==> src/rtl/fsm_toggle_multi.sv <==
// fsm_toggle_multi
//   CH independent two-state toggling Moore channels. A channel flips its
//   state after its input has matched the qualifying level for HOLD
//   consecutive enabled cycles. Each channel also provides:
//     - a one-cycle toggle pulse
//     - a saturating toggle counter
//
// Parameters
//   CH          number of channels (>= 1)
//   HOLD        consecutive qualifying cycles needed to toggle (>= 1)
//   RESET_STATE state loaded on reset for every channel (1 = B, 0 = A)
//   CNT_W       width of each toggle counter (>= 1)
//
// Ports
//   clk           rising-edge clock
//   reset         asynchronous active-low reset
//   en            global enable; low freezes state, hold and toggle counters
//   tgl_level     input level that qualifies a sample
//   din           per-channel data input
//   cnt_clr       synchronous clear of all toggle counters (works regardless of en)
//   dout          per-channel state (registered)
//   toggle_pulse  per-channel pulse, high in the cycle after a state change
//   toggle_count  per-channel saturating count, channel i at [i*CNT_W +: CNT_W]
module fsm_toggle_multi #(
    parameter int CH          = 4,
    parameter int HOLD        = 1,
    parameter int RESET_STATE = 1,
    parameter int CNT_W       = 8
) (
    input  logic                clk,
    input  logic                reset,
    input  logic                en,
    input  logic                tgl_level,
    input  logic [CH-1:0]       din,
    input  logic                cnt_clr,
    output logic [CH-1:0]       dout,
    output logic [CH-1:0]       toggle_pulse,
    output logic [CH*CNT_W-1:0] toggle_count
);

    typedef enum logic {
        ST_A = 1'b0,
        ST_B = 1'b1
    } state_t;

    // Hold counter only needs to reach HOLD-1; keep at least one bit.
    localparam int HW = (HOLD > 1) ? $clog2(HOLD) : 1;
    localparam logic [HW-1:0]    H_MAX   = HW'(HOLD - 1);
    localparam logic [CNT_W-1:0] CNT_MAX = {CNT_W{1'b1}};
    localparam state_t           RST_ST  = (RESET_STATE != 0) ? ST_B : ST_A;

    for (genvar i = 0; i < CH; i++) begin : g_ch
        state_t           state_r;
        logic [HW-1:0]    hold_r;
        logic             pulse_r;
        logic [CNT_W-1:0] cnt_r;
        logic             qualify_s;
        logic             fire_s;

        // Sample qualification and decide whether this edge completes a streak.
        always_comb begin
            qualify_s = en & (din[i] == tgl_level);
            if (qualify_s && (hold_r == H_MAX)) begin
                fire_s = 1'b1;
            end else begin
                fire_s = 1'b0;
            end
        end

        // Channel FSM with hold counter, toggle pulse and saturating counter.
        always_ff @(posedge clk or negedge reset) begin
            if (!reset) begin
                state_r <= RST_ST;
                hold_r  <= {HW{1'b0}};
                pulse_r <= 1'b0;
                cnt_r   <= {CNT_W{1'b0}};
            end else begin
                if (en) begin
                    if (!qualify_s) begin
                        hold_r  <= {HW{1'b0}};
                        pulse_r <= 1'b0;
                    end else if (fire_s) begin
                        hold_r  <= {HW{1'b0}};
                        pulse_r <= 1'b1;
                        case (state_r)
                            ST_A:    state_r <= ST_B;
                            ST_B:    state_r <= ST_A;
                            default: state_r <= RST_ST;
                        endcase
                    end else begin
                        hold_r  <= hold_r + HW'(1);
                        pulse_r <= 1'b0;
                    end
                end else begin
                    // Frozen: state and hold count keep their values.
                    pulse_r <= 1'b0;
                end

                // Clear wins over a simultaneous increment; the count sticks at max.
                if (cnt_clr) begin
                    cnt_r <= {CNT_W{1'b0}};
                end else if (fire_s && (cnt_r != CNT_MAX)) begin
                    cnt_r <= cnt_r + CNT_W'(1);
                end else begin
                    cnt_r <= cnt_r;
                end
            end
        end

        assign dout[i]                        = state_r;
        assign toggle_pulse[i]                = pulse_r;
        assign toggle_count[i*CNT_W +: CNT_W] = cnt_r;
    end

endmodule

==> config.mk <==
export PLATFORM = sky130hd
export DESIGN_NAME = fsm_toggle_multi
export DESIGN_NICKNAME = d
export VERILOG_FILES = /design/src/rtl/fsm_toggle_multi.sv
export SDC_FILE = /design/constraint.sdc
export NUM_CORES = 1
export LEC_CHECK = 0
export CAP_MARGIN = 20
export CORE_MARGIN = 3
export CORE_UTILIZATION = 25
export DETAILED_ROUTE_END_ITERATION = 7
export GPL_TIMING_DRIVEN = 0
export PLACE_DENSITY = 0.49
export SYNTH_ARGS = -nofsm -noshare
export SYNTH_HDL_FRONTEND = slang
export SYNTH_SLANG_ARGS = --single-unit
==> constraint.sdc <==
create_clock -name clk -period 5.2 [get_ports clk]
set_clock_uncertainty 0.05 [all_clocks]
set_input_delay 1.56 -clock clk [delete_from_list [all_inputs] [get_ports clk]]
set_output_delay 1.56 -clock clk [all_outputs]
set_load 0.05 [all_outputs]
==> results of run 1 <==
==> synth_stat cells (2+ instances only) <==
| library cell | number | share of area |
|---|---|---|
| a21oi_1 | 22 | 0.051 |
| and2_1 | 2 | 0.0058 |
| buf_2 | 2 | 0.0046 |
| buf_4 | 8 | 0.028 |
| clkbuf_1 | 5 | 0.0086 |
| dfrtp_1 | 40 | 0.46 |
| dfstp_2 | 4 | 0.048 |
| ha_1 | 4 | 0.023 |
| inv_1 | 10 | 0.017 |
| mux2i_1 | 3 | 0.014 |
| nand2_1 | 10 | 0.017 |
| nand3_1 | 13 | 0.030 |
| nand4_1 | 6 | 0.017 |
| nor2_1 | 6 | 0.010 |
| nor2b_1 | 7 | 0.020 |
| nor3_1 | 6 | 0.014 |
| nor4_1 | 2 | 0.0058 |
| o211ai_1 | 4 | 0.014 |
| o21ai_0 | 12 | 0.028 |
| o21ba_2 | 2 | 0.0092 |
| o31a_1 | 2 | 0.0081 |
| o31ai_1 | 10 | 0.035 |
| or3_1 | 12 | 0.035 |
| or4_1 | 9 | 0.031 |
| xnor2_1 | 6 | 0.024 |
| xor2_1 | 5 | 0.020 |
==> per-stage QoR <==
step,hold WS (ns),utilization,cell area [um2],cells
finish,0.445,0.350,2920,380
global route,0.474,0.350,2920,380
CTS,0.446,0.350,2920,380
detailed placement,0.432,0.336,2800,372
global placement,0.429,0.334,2790,371
floorplan,0.407,-,2170,218
==> logic make-up (layout without fill, tap and decap cells) <==
group,count (synthesis),count (layout)
buffers and inverters,25,82
and+or+nand+nor,77,77
xor gates and xnor gates,11,11
adders and majority gates,4,4
AOI/OAI and AO/OA,54,54
muxes,3,3
DFF,44,44
==> placed cells by master, fill, tap and decap left out, types with 2 or more instances in the layout <==
master / count
a21oi_1: 22
and2_1: 2
buf_2: 3
buf_4: 8
clkbuf_1: 5
clkbuf_8: 6
clkdlybuf4s50_1: 47
dfrtp_1: 40
dfstp_2: 4
ha_1: 4
inv_1: 10
mux2i_1: 3
nand2_1: 10
nand3_1: 13
nand4_1: 6
nor2_1: 6
nor2b_1: 7
nor3_1: 6
nor4_1: 2
o211ai_1: 4
o21ai_0: 12
o21ba_2: 2
o31a_1: 2
o31ai_1: 10
or3_1: 12
or4_1: 9
xnor2_1: 6
xor2_1: 5
==> final cells by class <==
type                    instances  area [um2]
well taps                     105         131
flip-flops and latches         44        1110
multi-input cells             149         941
plain buffers                  15        88.8
clock inverters                 2        38.8
repair buffers                 49         495
inverters                      10        37.5
fillers                       875        5420
clock buffers                   6        82.6
==> report_power, final <==
| part | leakage (nW) | switching (mW) | internal [mW] |
|---|---|---|---|
| logic | 0.473 | 0.136 | 0.0877 |
| registers | 0.593 | 0.0187 | 0.377 |
| clock network | 0.0614 | 0.126 | 0.157 |
| total | 1.13 | 0.281 | 0.622 |
==> worst paths after layout <==
kind,cells past startpoint,start,to
min in group asynchronous,1,reset,g_ch[1].cnt_r[4]
worst max register to register,5,g_ch[2].cnt_r[1],g_ch[2].cnt_r[1]
max in group asynchronous,2,reset,g_ch[1].state_r
worst min-delay path,1,g_ch[2].state_r,g_ch[2].state_r
worst max-delay path,7,tgl_level,g_ch[2].cnt_r[6]
worst min register to register,1,g_ch[2].state_r,g_ch[2].state_r
==> per-layer routing <==
layer | vias to the layer above | track usage | share of wire
met4 | 0 | 0.0273 | 0.0050
met5 | - | 0 | 0
met1 | 862 | 0.148 | 0.49
met2 | 32 | 0.179 | 0.46
li1 | 904 | - | -
met3 | 4 | 0.0302 | 0.048
==> sequential cells by signal (all words and copies together) (netlist names) <==
name / count
g_ch.state_r: 4
g_ch.cnt_r: 32
g_ch.hold_r: 4
g_ch.pulse_r: 4
==> run metrics, run 1 <==
Seq cells post-synth=44; Die Width=99.2 um; diodes inserted=0; Simple-Gate Fraction of Synth Area=0.200; synthesis-to-finish area growth=34.4%; Unique masters post-synth=32; Remaining DRCs=0; first-pass GRT wire length=roughly 8.9 mm; main combinational cell family by area after synthesis=simple AND/OR/NAND/NOR gates; IO Port Bufs=48; minimum clock period=3.44 ns; # rows=33; final WL=around 5.2 mm; via count=1802; vias per cell=4.74; MaxCap Viol Count=0; Synth Warn #=0; WL/cell=13.7 um; Final Hold Vio Count=0; synthesized area=0.00217 mm2; critical path endpoint category=flop; Placer Congestion=0.769; cell repeated most along the worst path=buf_2; post-DP HPWL=~3.8 mm; crit path max fanout=10; largest net degree at the start of global routing=25; final setup margin=around 1.8 ns; fmax=roughly 290 MHz; post-CTS setup buffers=0; Compound-Gate Fraction of Synth Area=0.151; Hold WC Path Type=reg -> reg; mux cell area share after synthesis=0.0138; pre-CTS WS=1.42 ns; layout cells sized above 1=0.0945; root buffer cell=clkbuf_8; TNS Setup=0 ns; number of synthesized flops with an enable pin=0; Clock Sinks=44; Required @ worst endpoint=5.30 ns; Buf/Inv on CP=3; core area=0.00834 mm2; CTS Buf Count=5; Post-Synth Adder-Cell Area=0.0230; vias in the first global route=1819; Starting Density=0.261; post-CTS sizing=0; syn avg cell area=approximately 10 um2; antenna-violating nets left=0; total congestion overflow=0; Clock Latency Late Sink=around 0.30 ns; Ports=49; post-synthesis xor/xnor area fraction=0.0443; Tcrit/Tclk final=0.662; Die Y=99.2 um; cell count after synthesis=218; Total Power=902 uW; crit path DAT=3.55 ns; family with the most delay on the worst path=buffers and inverters; kind of critical path=in -> reg; Slew Limit Headroom=0.364; slowest stage delay, CP=0.57 ns; Clock Tree Buf Depth=2; die area=0.00985 mm2; slowest stage cell, crit path=clkdlybuf4s50_1; CTS tree=yes; DR pass1 iterations=4; worst slew pin tran=0.947 ns; sequential share of the synthesized area=0.509; syn nets=roughly 230; critical path cell sequence=clkdlybuf4s50_1 -> xor2_1 -> or3b_1 -> buf_2 -> buf_2 -> o41ai_1 -> a21oi_1; reg2reg setup slack=3.11 ns; status=finished, final reports clean; Starting DRT DRC Count=68; PD cells=309 mW/mm2; maximum vdd ir drop=around 0.23 mV; nets@finish=287; RSZ-0062 raised after global routing=false; leak pwr=roughly 1.1 nW; Hold Buf Count CTS=0; Reg clk slew, reported paths=0.08 ns; initial antenna violation count=0; Slew Viols, Final=0; All-Layer GR Usage=0.111; Final Setup Violations=0; type of origin of the critical path=primary input; htree depth=2; predominant post-synthesis flop cell=dfrtp_1; asr flop ratio synth=1.00
No activity file was read; power rests on OpenSTA's default activity.
==> run 2, diff against run 1 <==
==> constraint.sdc (replaced) <==
create_clock -name clk -period 3.3 [get_ports clk]
set_clock_uncertainty 0.05 [all_clocks]
set_input_delay 0.99 -clock clk [delete_from_list [all_inputs] [get_ports clk]]
set_output_delay 0.99 -clock clk [all_outputs]
set_load 0.05 [all_outputs]
==> results of run 2 <==
The final DEF is identical to that of run 1. Status: finished, final reports clean.
Among the figures that moved: setup slack after placement 1.42 ns -> 0.0931 ns; setup slack after layout 1.76 ns -> 0.428 ns; register-to-register setup slack 3.11 ns -> 1.21 ns; total power 0.902 mW -> 1.42 mW; worst IR drop on VDD 0.230 mV -> 0.363 mV
==> run 3, diff against run 2 <==
--- a/config.mk
+++ b/config.mk
@@ -5,12 +5,13 @@
 export SDC_FILE = /design/constraint.sdc
 export NUM_CORES = 1
 export LEC_CHECK = 0
+export ABC_AREA = 1
 export CAP_MARGIN = 20
 export CORE_MARGIN = 3
 export CORE_UTILIZATION = 25
 export DETAILED_ROUTE_END_ITERATION = 7
 export GPL_TIMING_DRIVEN = 0
-export PLACE_DENSITY = 0.49
+export PLACE_DENSITY = 0.48
 export SYNTH_ARGS = -nofsm -noshare
 export SYNTH_HDL_FRONTEND = slang
 export SYNTH_SLANG_ARGS = --single-unit
==> run 3 against run 2 <==
  * Non-clock buffer count down 2
  * Die area up 16%
  * Global-route usage up 0.60 points
  * Critical endpoint is now dout[2]
  * Largest power group unchanged
==> run metrics, run 3 <==
CTS Buf Count=5 (unchanged); reg2reg setup slack=~1.8 ns; cell count after synthesis=323 (+48%); Slew Limit Headroom=0.658 (+0.294); htree depth=2 (unchanged); most frequent cells in the layout=nand2_1, nand3_1, clkdlybuf4s50_1; Clock Sinks=44 (unchanged); WL/cell=12.1 um (-12%); met2 WL=2.85 mm (+19%); critical path endpoint category=output pin; die area=0.0114 mm2 (+16%); synthesis-to-finish area growth=28.4%; final WL=6.18 mm (+18%); # rows=36 (+9.1%); Clock Latency Late Sink=0.30 ns (about the same); layout cells sized above 1=0.156 (+0.0615); Slew Viols, Final=0 (unchanged); first-pass GRT wire length=10.7 mm (+20%); post-synth top area cell=dfrtp_1; DR top layer=met4; initial antenna violation count=0 (unchanged); MaxCap Viol Count=0 (unchanged); antenna-violating nets left=0 (unchanged); syn nets=336 (+45%); IO Port Bufs=46 (-4.2%); post-synthesis xor/xnor area fraction=0.0378 (-0.00653); Total Power=around 1.3 mW; Starting Density=0.258 (-0.00220); WL met1=3.07 mm (+21%); sequential share of the synthesized area=0.434 (-0.0750); predominant post-synthesis flop cell=dfrtp_1; post-CTS setup buffers=0 (unchanged); post-CTS sizing=0 (unchanged); worst slew pin tran=0.512 ns (-0.436 ns); Synth Warn #=0 (unchanged); most common cell in the netlist=nand2_1; Post-Synth Adder-Cell Area=0.0196 (-0.00339); total congestion overflow=0 (unchanged); post-DP HPWL=4.53 mm (+20%); syn avg cell area=7.89 um2 (-21%); Starting DRT DRC Count=54 (-21%); Ports=49 (unchanged); fmax=361 MHz; WHS Path Cells=2 (+1); status=finished, final reports clean; Required @ worst endpoint=roughly 2.3 ns; synthesized area=0.00255 mm2 (+17%); minimum clock period=2.77 ns; number of synthesized flops with an enable pin=0 (unchanged); Synth area leaders=dfrtp_1, nand2_1, nand3_1, inv_1, dfstp_2; Yosys top cell area share=0.393 (-0.0678); All-Layer GR Usage=0.117 (+0.00596); kind of critical path=reg -> out; main combinational cell family by area after synthesis=simple AND/OR/NAND/NOR gates; type of origin of the critical path=flop; Hold Buf Count CTS=0 (unchanged); CTS tree=yes; diodes inserted=0 (unchanged); Seq cells post-synth=44 (unchanged); PD cells=409 mW/mm2; Clock Tree Buf Depth=2 (unchanged); core area=0.00986 mm2 (+18%); Compound-Gate Fraction of Synth Area=0.0643 (-0.0871); Hold WC Path Type=reg -> reg; leak pwr=1.54 nW (+37%); Reg with most FFs=g_ch.cnt_r; Final Hold Vio Count=0 (unchanged); Placer Congestion=0.833 (+8.4%); vias in the first global route=2072 (+14%); RSZ-0062 raised after global routing=false; crit path DAT=1.73 ns; DR pass1 iterations=4 (unchanged); R2R cell count=8 (+3); max reg flops=32 (unchanged); maximum vdd ir drop=0.253 mV; Remaining DRCs=0 (unchanged); commonest non-fill, non-tap cell in the layout=nand2_1; via count=2141 (+19%); Unique masters post-synth=30 (-6.3%); root buffer cell=clkbuf_8; Simple-Gate Fraction of Synth Area=0.344 (+0.143); routed wl met3=218 um (-14%); synth cell count leaders=nand2_1, nand3_1, dfrtp_1, inv_1, nor2_1; Tcrit/Tclk final=0.840; Die Y=107 um (+7.8%); crit path max fanout=2 (-8); Die Width=107 um (+7.8%); vias per cell=4.19 (-12%); asr flop ratio synth=1.00 (unchanged); nets@finish=390 (+36%); Final Setup Violations=0 (unchanged); mux cell area share after synthesis=0 (-0.0138); largest net degree at the start of global routing=26 (+4.0%); TNS Setup=0 ns (unchanged); Reg clk slew, reported paths=0.09 ns (about the same)
==> run 3: where the power goes <==
part           leakage [nW]  internal, mW  switching (mW)
sequential            0.591         0.594          0.0302
combinational         0.911         0.143           0.235
clock                0.0422         0.149           0.186
total                  1.54         0.887           0.450
==> run 3: per-layer routing <==
metal	global-route usage	up-vias
li1	-	1127
met1	0.165	967
met2	0.182	43
met3	0.0253	4
met4	0.0329	0
met5	0	-
==> run 3: metrics by stage <==
step / instance area (um2) / instances / worst slack [ns] / hold WS, ns / utilization
6_report: 3270 / 511 / 0.528 / 0.430 / 0.332
5_1_grt: 3270 / 511 / 0.451 / 0.460 / 0.332
4_1_cts: 3270 / 511 / 0.498 / 0.439 / 0.332
3_5_place_dp: 3190 / 503 / 0.768 / 0.419 / 0.323
3_3_place_gp: 3180 / 502 / -0.220 / 0.414 / 0.322
2_1_floorplan: 2550 / 323 / 1.42 / 0.395 / -
==> run 3: kinds of logic (layout without fill, tap and decap cells) <==
family	Yosys count	count (layout)
AOI/OAI and AO/OA	25	25
xor gates and xnor gates	11	11
adders and majority gates	4	4
buffers and inverters	54	109
DFF	44	44
and+or+nand+nor	185	185
==> run 3: final cells by class <==
type,count,area [um2]
clock inverters,1,5.00
plain buffers,15,110
flip-flops and latches,44,1110
multi-input cells,225,1190
repair buffers,47,475
fillers,1009,6590
inverters,39,146
well taps,133,166
clock buffers,7,76.3
==> run 3: final timing paths <==
kind                             startpoint                to
max                         g_ch[2].state_r           dout[2]
max reg2reg                g_ch[1].cnt_r[1]  g_ch[1].cnt_r[3]
min reg2reg                  g_ch[2].hold_r    g_ch[2].hold_r
min in group asynchronous             reset  g_ch[0].cnt_r[1]
max in group asynchronous             reset   g_ch[0].state_r
min                          g_ch[2].hold_r    g_ch[2].hold_r
==> run 3: worst max-delay path, stage by stage, from the launching register on <==
cell,delay [ns]
dfstp_2,0.55
buf_4,0.10
clkdlybuf4s50_1,0.78
==> RTL edit (config.mk and constraints of run 3) <==
The parameter `CNT_W` goes from 8 to 10.
--- a/src/rtl/fsm_toggle_multi.sv
+++ b/src/rtl/fsm_toggle_multi.sv
@@ -26,5 +26,5 @@
     parameter int HOLD        = 1,
     parameter int RESET_STATE = 1,
-    parameter int CNT_W       = 8
+    parameter int CNT_W       = 10
 ) (
     input  logic                clk,
Ports: changed (resized toggle_count); port bits go from 49 to 57. The function was not compared with the original's and may differ.
==> RTL edit against run 3 <==
Non-clock buffer count increased by 8. Count of clock-buffer cells in the layout unchanged. Clock power increased by 88%. Worst setup slack improved by 17 ps. Power increased by 33%. Cell count increased by 20%. Die area increased by 16%. Design area increased by 19%. Sequential cell count increased by 8. Area after synthesis increased by 17%. Wire length increased by 23%. Largest power group unchanged.
==> RTL edit: results <==
metrics = {
    "synthesis": {
        "synth-xor-area-share": 0.03529,
        "syn-num-nets": 420,
        "ys_top_cells_by_area": "dfrtp_1 40%, nand2_1 17%, nand3_1 7.4%",
        "synth_compound_area_frac": 0.05042,
        "synthDistinctLibCells": 29,
        "syn_avg_cell_area_um2": 7.317,
    },
    "clock_tree": {
        "clkSlewWorstSetupHoldPaths_ps": 70,
        "cts-root-buf": "clkbuf_16",
        "worst_skew_pair.late_latency_ps": 280,
    },
    "placed_design": {
        "dp_hpwl_um": 5555,
        "place_area_um2": 3712,
        "dp.cells": 605,
        "place_congestion": 0.8502,
    },
    "grt": {
        "grt_use_met3": 0.01895,
        "gr-usage-met2": 0.1991,
        "grt_pass1_wl_um": 13240,
        "track_usage": 0.1220,
        "met1_usage": 0.1736,
    },
    "setup_path": {
        "rr_worst_depth": 9,
        "rrSetupSlack_ps": 1620,
        "r2r_start": "g_ch[1].cnt_r[0]$_DFFE_PN0P_",
        "endpoint": "dout[0]",
        "crit_path_start": "g_ch[0].state_r$_DFFE_PN1P_",
    },
    "sta": {
        "relSlewSlack": 0.5977,
        "whs_ps": 428.6,
    },
    "drt": {
        "vias": 2681,
        "post_drt_wl_per_cell_um": 12.35,
        "totalWireLength_um": 7569,
        "drt_iter0_markers": 87,
        "wl_met1_um": 3745,
        "dr_wl_met2_um": 3568,
    },
    "pwr": {
        "seq-power_w": 0.000734,
        "internal_power_w": 0.001247,
        "clockPowerShare": 0.354,
    },
    "status": {
        "status": "finished clean",
    },
    "cells_and_area": {
        "fillCellCount": 1231,
        "fin_nets": 482,
    },
    "worst_hold_path": {
        "hold_path_end": "g_ch[1].hold_r$_DFFE_PN0P_",
    },
}
[RTL edit: changes by cell type in the layout (fill, tap and decap cells not counted), moves of 5 or more]
| cell | change |
|---|---|
| inv_2 | +7 |
| nand2_1 | +51 |
| dfrtp_1 | +8 |
| clkdlybuf4s50_1 | +8 |
| clkbuf_16 | +5 |
| nor2_1 | +18 |
| a21oi_1 | +10 |
| o21ai_2 | -5 |
[RTL edit: critical path, stage by stage (launching register included)]
cell and delay, ps:
dfstp_2 540, buf_4 110, clkdlybuf4s50_1 790
[RTL edit: layout make-up]
| type | count | area [um^2] | area share |
|---|---|---|---|
| multi-input cells | 292 | 1394 | 0.3579 |
| flip-flops and latches | 52 | 1306 | 0.3354 |
| repair buffers | 55 | 555.5 | 0.1426 |
| inverters | 48 | 180.2 | 0.04626 |
| well taps | 143 | 178.9 | 0.04594 |
| clock buffers | 7 | 152.6 | 0.03919 |
| plain buffers | 15 | 97.59 | 0.02506 |
| clock inverters | 1 | 30.03 | 0.007710 |
